==> src/rtl/sobel_edge_3x3.sv <==
// Sobel gradient-magnitude and edge-detect stage.
// Consumes one 3x3 window per valid cycle, tracks the raster position of the
// window centre, and emits a 3-stage pipelined, position-tagged magnitude
// stream with frame/line markers. Border centres are forced to zero.
// The edge output is named edge_flag because "edge" is a reserved word.
module sobel_edge_3x3 #(
    parameter int          IMG_W  = 64,
    parameter int          IMG_H  = 64,
    parameter logic [7:0]  THRESH = 8'd128
) (
    input  logic       clk,
    input  logic       rst,
    input  logic [7:0] win0,
    input  logic [7:0] win1,
    input  logic [7:0] win2,
    input  logic [7:0] win3,
    input  logic [7:0] win4,
    input  logic [7:0] win5,
    input  logic [7:0] win6,
    input  logic [7:0] win7,
    input  logic [7:0] win8,
    input  logic       win_valid,
    input  logic       win_sof,
    output logic [7:0] mag,
    output logic       edge_flag,
    output logic       out_valid,
    output logic       out_sof,
    output logic       out_eol,
    output logic       out_eof,
    output logic       frame_err
);

    localparam int CW = (IMG_W > 1) ? $clog2(IMG_W) : 1;
    localparam int RW = (IMG_H > 1) ? $clog2(IMG_H) : 1;
    localparam logic [CW-1:0] COL_LAST = CW'(IMG_W - 1);
    localparam logic [RW-1:0] ROW_LAST = RW'(IMG_H - 1);

    typedef enum logic [0:0] {IDLE = 1'b0, ACTIVE = 1'b1} state_t;

    // Two's-complement absolute value of an 11-bit gradient (|-1020| fits).
    function automatic logic [10:0] abs11(input logic [10:0] v);
        return v[10] ? (11'd0 - v) : v;
    endfunction

    state_t        state_r, state_s;
    logic [CW-1:0] col_r, col_s, pos_col_s;
    logic [RW-1:0] row_r, row_s, pos_row_s;
    logic          accept_s, err_set_s;
    logic          first_s, eol_s, eof_s, border_s;
    logic [10:0]   gx_s, gy_s;

    logic          v1_r, b1_r, sof1_r, eol1_r, eof1_r;
    logic [10:0]   gx_r, gy_r;
    logic          v2_r, b2_r, sof2_r, eol2_r, eof2_r;
    logic [10:0]   sum_r;
    logic [7:0]    mag_s;
    logic          edge_s;

    // Decide whether this window is accepted, where its centre sits, and
    // where the raster counters go next. A sof window always restarts at (0,0).
    always_comb begin
        state_s   = state_r;
        col_s     = col_r;
        row_s     = row_r;
        pos_col_s = col_r;
        pos_row_s = row_r;
        accept_s  = 1'b0;
        err_set_s = 1'b0;
        if (win_valid) begin
            if (win_sof) begin
                accept_s  = 1'b1;
                pos_col_s = {CW{1'b0}};
                pos_row_s = {RW{1'b0}};
                err_set_s = (state_r == ACTIVE);
            end else if (state_r == ACTIVE) begin
                accept_s = 1'b1;
            end else begin
                accept_s = 1'b0;
            end
        end else begin
            accept_s = 1'b0;
        end
        if (accept_s) begin
            if ((pos_col_s == COL_LAST) && (pos_row_s == ROW_LAST)) begin
                state_s = IDLE;
                col_s   = {CW{1'b0}};
                row_s   = {RW{1'b0}};
            end else if (pos_col_s == COL_LAST) begin
                state_s = ACTIVE;
                col_s   = {CW{1'b0}};
                row_s   = pos_row_s + {{(RW-1){1'b0}}, 1'b1};
            end else begin
                state_s = ACTIVE;
                col_s   = pos_col_s + {{(CW-1){1'b0}}, 1'b1};
                row_s   = pos_row_s;
            end
        end else begin
            state_s = state_r;
        end
    end

    // Position-derived markers/border flag and the raw Sobel gradients.
    always_comb begin
        first_s  = (pos_col_s == {CW{1'b0}}) && (pos_row_s == {RW{1'b0}});
        eol_s    = (pos_col_s == COL_LAST);
        eof_s    = (pos_col_s == COL_LAST) && (pos_row_s == ROW_LAST);
        border_s = (pos_col_s == {CW{1'b0}}) || (pos_col_s == COL_LAST) ||
                   (pos_row_s == {RW{1'b0}}) || (pos_row_s == ROW_LAST);
        gx_s = ({3'b000, win2} + {2'b00, win5, 1'b0} + {3'b000, win8}) -
               ({3'b000, win0} + {2'b00, win3, 1'b0} + {3'b000, win6});
        gy_s = ({3'b000, win6} + {2'b00, win7, 1'b0} + {3'b000, win8}) -
               ({3'b000, win0} + {2'b00, win1, 1'b0} + {3'b000, win2});
    end

    // FSM state, raster counters and sticky frame error.
    always_ff @(posedge clk) begin
        if (rst) begin
            state_r   <= IDLE;
            col_r     <= {CW{1'b0}};
            row_r     <= {RW{1'b0}};
            frame_err <= 1'b0;
        end else begin
            state_r   <= state_s;
            col_r     <= col_s;
            row_r     <= row_s;
            frame_err <= frame_err | err_set_s;
        end
    end

    // Stage 1: gradients, border flag and markers.
    always_ff @(posedge clk) begin
        if (rst) begin
            v1_r   <= 1'b0;
            gx_r   <= 11'd0;
            gy_r   <= 11'd0;
            b1_r   <= 1'b0;
            sof1_r <= 1'b0;
            eol1_r <= 1'b0;
            eof1_r <= 1'b0;
        end else begin
            v1_r   <= accept_s;
            gx_r   <= gx_s;
            gy_r   <= gy_s;
            b1_r   <= border_s;
            sof1_r <= accept_s & first_s;
            eol1_r <= accept_s & eol_s;
            eof1_r <= accept_s & eof_s;
        end
    end

    // Stage 2: |Gx| + |Gy|.
    always_ff @(posedge clk) begin
        if (rst) begin
            v2_r   <= 1'b0;
            sum_r  <= 11'd0;
            b2_r   <= 1'b0;
            sof2_r <= 1'b0;
            eol2_r <= 1'b0;
            eof2_r <= 1'b0;
        end else begin
            v2_r   <= v1_r;
            sum_r  <= abs11(gx_r) + abs11(gy_r);
            b2_r   <= b1_r;
            sof2_r <= sof1_r;
            eol2_r <= eol1_r;
            eof2_r <= eof1_r;
        end
    end

    // Saturation, border forcing and threshold ahead of the output registers.
    always_comb begin
        if (b2_r) begin
            mag_s = 8'd0;
        end else if (sum_r > 11'd255) begin
            mag_s = 8'd255;
        end else begin
            mag_s = sum_r[7:0];
        end
        edge_s = ~b2_r & (mag_s >= THRESH);
    end

    // Stage 3: output registers; markers and edge never high on a bubble.
    always_ff @(posedge clk) begin
        if (rst) begin
            out_valid <= 1'b0;
            mag       <= 8'd0;
            edge_flag <= 1'b0;
            out_sof   <= 1'b0;
            out_eol   <= 1'b0;
            out_eof   <= 1'b0;
        end else begin
            out_valid <= v2_r;
            mag       <= v2_r ? mag_s : 8'd0;
            edge_flag <= v2_r & edge_s;
            out_sof   <= v2_r & sof2_r;
            out_eol   <= v2_r & eol2_r;
            out_eof   <= v2_r & eof2_r;
        end
    end

endmodule

==> config.mk <==
export PLATFORM = sky130hd
export DESIGN_NAME = sobel_edge_3x3
export DESIGN_NICKNAME = d
export VERILOG_FILES = /design/src/rtl/sobel_edge_3x3.sv
export SDC_FILE = /design/constraint.sdc
export NUM_CORES = 1
export LEC_CHECK = 0
export CAP_MARGIN = 20
export CORE_ASPECT_RATIO = 0.5
export CORE_MARGIN = 1.5
export CORE_UTILIZATION = 25
export DETAILED_ROUTE_END_ITERATION = 7
export PLACE_DENSITY = 0.49
export SLEW_MARGIN = 30
export SYNTH_ARGS = -nofsm -noshare
export SYNTH_HDL_FRONTEND = slang
export SYNTH_SLANG_ARGS = --single-unit
==> constraint.sdc <==
create_clock -name clk -period 9.4 [get_ports clk]
set_input_delay 2.82 -clock clk [delete_from_list [all_inputs] [get_ports clk]]
set_output_delay 2.82 -clock clk [all_outputs]
set_load 0.1 [all_outputs]
[Word-level counts from Yosys, hierarchy flattened]
Index checks and enable logic that the tools add are counted.
Cells by class
  add/sub/neg operators: 15
  eq/ne operators: 2
  bitwise logic cells: 11
  $lt $le $gt $ge: 2
  mux-type cells: 18
  reduce and logical (&&, ||, !) cells: 8
Operators by type and width (count)
  2-to-1 mux 6 bit: 8
  adder 10 x 8 -> 11 bit: 4
  adder 8 x 9 -> 10 bit: 4
  2-to-1 mux 11 bit: 2
  subtractor 1 x 11 -> 11 bit, first input constant: 2
  subtractor 11 bit: 2
  2-to-1 mux 8 bit: 2
  adder 6 x 1 -> 6 bit, second input constant: 2
  equality test 6 bit, second input constant: 2
  logical NOT 6 bit: 2
  adder 11 bit: 1
  > comparator 11 x 8 -> 1 bit, second input constant: 1
  AND 1 bit: 8
  greater-or-equal comparator 8 bit, second input constant: 1
  2-to-1 mux 1 bit: 6
  logical OR 1 bit: 3
  logical AND 1 bit: 2
  inverter 1 bit: 2
  OR reduction 2 bit: 1
  bitwise OR 1 bit: 1
Storage, ports and cells
  word-level logic and storage cells: 79
  bits of input ports: 76
  flip-flop bits (word level): 70
  output and inout bits: 14

[Depth between registers and ports, before layout]
  depth in word-level cells: 6
  mapped depth: 13

[Worst setup path after synthesis]
No wires, ideal clock.
  kind: input to register
  from: in win0[2]
  to: reg gy_r[9]
  buffers on the path: 0
  setup slack: 3322 ps
  arrival: 5955 ps
  cell stages on the path: 12
  cells stage by stage: inv_1 fa_1 fa_1 inv_1 fa_1 inv_1 fa_1 a21o_1 a21o_1 a21oi_1 a21oi_1 mux2_1
On the way
  cells in the longest elaborated chain, start to end: 3
Ends and longest elaborated chain
  from (decl): RTL line 13  | input logic [7:0] win0,
  adder 8 x 9 -> 10 bit: RTL line 112  | ({3'b000, win0} + {2'b00, win1, 1'b0} + {3'b000, win2});
  adder 10 x 8 -> 11 bit: RTL line 112
  subtractor 11 bit: RTL line 111  | gy_s = ({3'b000, win6} + {2'b00, win7, 1'b0} + {3'b000, win8}) -
  to (signal assigned): RTL line 143  | gy_r <= gy_s;
  to (decl): RTL line 53  | logic [10:0] gx_r, gy_r;
Every way passes these cells.
A chain may end at the register's enable or synchronous reset.

[Worst setup path after layout]
  from: in win0[2]
  to: reg gx_r[7]
On the way
  cells in the longest elaborated chain, start to end: 3
Ends and longest elaborated chain
  adder 8 x 9 -> 10 bit: RTL line 110  | ({3'b000, win0} + {2'b00, win3, 1'b0} + {3'b000, win6});
  adder 10 x 8 -> 11 bit: RTL line 110
  subtractor 11 bit: RTL line 109  | gx_s = ({3'b000, win2} + {2'b00, win5, 1'b0} + {3'b000, win8}) -
  to (signal assigned): RTL line 142  | gx_r <= gx_s;
  to (decl): RTL line 53
Every way passes these cells.

==> out/summary.txt <==
most frequent cells in the layout: inv_1 (139), clkdlybuf4s50_1 (80), dfxtp_1 (70), fa_1 (63), ha_1 (40)
commonest non-fill, non-tap cell in the layout: inv_1
total power: 1890 uW
# fillers: 2379
chip height: 109 um
dpl hpwl: 9500 um
Clock transition at path regs: 60 ps
post-CTS sizing: 0
Final Critical Period: 6440 ps
status: completed
critical path startpoint category: primary input
CTS Root Buffer Type: clkbuf_16
measured slew at the worst slew-check pin: 999 ps
CP Cell Sequence: clkdlybuf4s50_1, inv_1, fa_1, fa_1, inv_1, fa_1, inv_1, fa_1, a21o_1, a21o_1, a21oi_1, nor4b_1, or3_1
Initial Util: 25.8%
sequential share of the synthesized area: 24.7%
Starting DRT DRC Count: 149
Max clock buf depth: 2
initial antenna violation count: 0
WP data required: 9610 ps
Die Width: 216 um
first-pass GRT wire length: 19500 um
critical path's largest stage delay: 550 ps
final worst path period share: 68.5%
number of warnings issued by yosys: 0
global route overflow: 0
Synth top area share: 24.7%
wirelength, routed: 11400 um
Max Clk Rate: 0.155 GHz
Avg Cell Area, Syn: 9.00 um^2
clock latency on the worst-skew pair: 340 ps
Final Skew: 6.85 ps
RSZ-0062 raised after global routing: no
max_slew headroom: 33.2%
CTS Hold Buffers Added: 0
Multi-input gate area: 3670 um^2
Vias: 4208
Setup Total Neg Slack: 0 ps
ys async rst share: 0%
worst vdd ir: 0.000101 V
power per cell area: 266 nW/um^2
PortBufs: 81
Placer Congestion: 0.750
Final Hold Viols: 0
pin count of the biggest net entering global routing: 63
Max-cap violations: 0
largest area contributor in the netlist: dfxtp_1
row count: 38
CP max FO: 3
total track usage: 10.1%
vias per inst: 4.15
nets@finish: 888
synth unique cells: 64
CTS tree: yes
max-slew violations: 0
core area: 22000 um^2
Setup crit end kind: flip-flop
crit-path leading delay family: adder cells
DRT antenna net count: 0
CP dominant cell by count: fa_1
router iterations before antenna repair: 4
EDFF count, synth: 0
ys flop type: dfxtp_1
CTS sink cnt: 70
post-CTS setup buffers: 0
I/O Pins: 90
die area: 23600 um^2
flops & latches, synth: 70
drt wl/cell: 11.2 um
fraction of final layout cells sized beyond drive strength 1: 4.76%
WS Path Type: primary input to flip-flop
sequential cell area: 1400 um^2
Mapped Area: 5670 um^2
cell leakage power: 0.00321 uW
Final setup viols: 0
ant diodes: 0
cell count after synthesis: 630
Area Growth Syn to Fin: 25.1%
HP Class: flip-flop to flip-flop
vias in the first global route: 4166
slowest cell on the critical path: fa_1
post-synth net total: 809
Worst EP arrival: 6650 ps
H-tree lvl count: 3
WP buf/inv: 4
CTS buffer count: 9
top area cells in the synthesized netlist: dfxtp_1 (25%), fa_1 (22%), inv_1 (9.2%), ha_1 (8.8%), xnor2_1 (4.0%)
drt drc: 0
-- report_power, final --
part	leakage [uW]	internal [uW]	switching (uW)	total [uW]
clock	0.000143	207	130	337
combinational	0.00250	524	614	1140
sequential	0.000575	361	52.5	413
-- path summary, 6_finish.rpt --
kind                               from       end  slack, ps  cells past startpoint
worst max-delay path            win0[2]   gx_r[7]       2960                     13
worst min-delay path             eof2_r   out_eof        420                      1
worst max register to register  gx_r[0]  sum_r[9]       6600                     12
worst min register to register   eof2_r   out_eof        420                      1
-- through the flow --
stage | utilization, % | hold slack, ps | worst slack (ps) | std cells | area, um^2
floorplan | - | 406 | 3320 | 630 | 5670
global placement | 30.9 | 411 | 2610 | 998 | 6790
detailed placement | 30.9 | 411 | 2580 | 998 | 6790
CTS | 32.3 | 425 | 2930 | 1014 | 7090
global route | 32.3 | 441 | 2820 | 1014 | 7090
finish | 32.3 | 424 | 2960 | 1014 | 7090
-- registers in the layout, indices dropped and copies added, names as in the netlist, 6 cells and up --
register / cells
gy_r: 11
col_r: 6
gx_r: 11
sum_r: 11
row_r: 6
mag: 8
-- worst register-to-register path, cell delays in order, from the launching register on --
cell	delay [ps]
dfxtp_1	320
clkinv_2	60
ha_1	150
nor3b_1	360
nand2_1	130
o31ai_1	260
xnor2_1	100
ha_1	350
and4_1	240
a221o_1	290
a31oi_1	190
xor2_1	170
nor2_1	50
-- area by class of cell --
type	instances	area share, %
clock inverters	6	0.971
repair buffers	82	11.5
well taps	300	5.29
flip-flops and latches	70	19.8
clock buffers	10	3.23
inverters	142	7.55
multi-input cells	404	51.7
-- layer usage --
| layer | GRT usage (%) | up-vias | part of all wire (%) | routed length [um] |
|---|---|---|---|---|
| met4 | 2.53 | 0 | 0.94 | 107 |
| met2 | 16.2 | 56 | 43 | 4900 |
| met1 | 14.1 | 1970 | 53 | 6090 |
| met5 | 0 | - | 0 | 0 |
| met3 | 1.85 | 9 | 2.6 | 300 |
| li1 | - | 2173 | - | - |
-- cells in the mapped netlist, types with 3 or more instances --
master and n:
a211o_1 4, a211oi_1 3, a21o_1 8, a21oi_1 24
a31oi_1 5, and2_1 4, and3_1 4, buf_2 7
clkbuf_1 4, dfxtp_1 70, fa_1 63, ha_1 40
inv_1 139, mux2_1 3, nand2_1 32, nand2b_1 7
nand3_1 11, nand4_1 5, nor2_1 39, nor2b_1 21
nor3_1 10, nor4_1 4, o21a_1 14, o21ai_0 14
o21ai_1 10, o31ai_1 5, xnor2_1 26, xor2_1 7
-- cell families after synthesis --
logic type	Yosys count	synth area share, %
multiplexers	5	0.949
XOR/XNOR	33	5.10
AND/OR/NAND/NOR	158	15.0
adder cells (fa/ha/maj)	103	31.1
AO/OA/AOI/OAI	105	12.6
flip-flops	70	24.7
buffers and inverters	156	10.6
(Power assumes the default switching activity.)
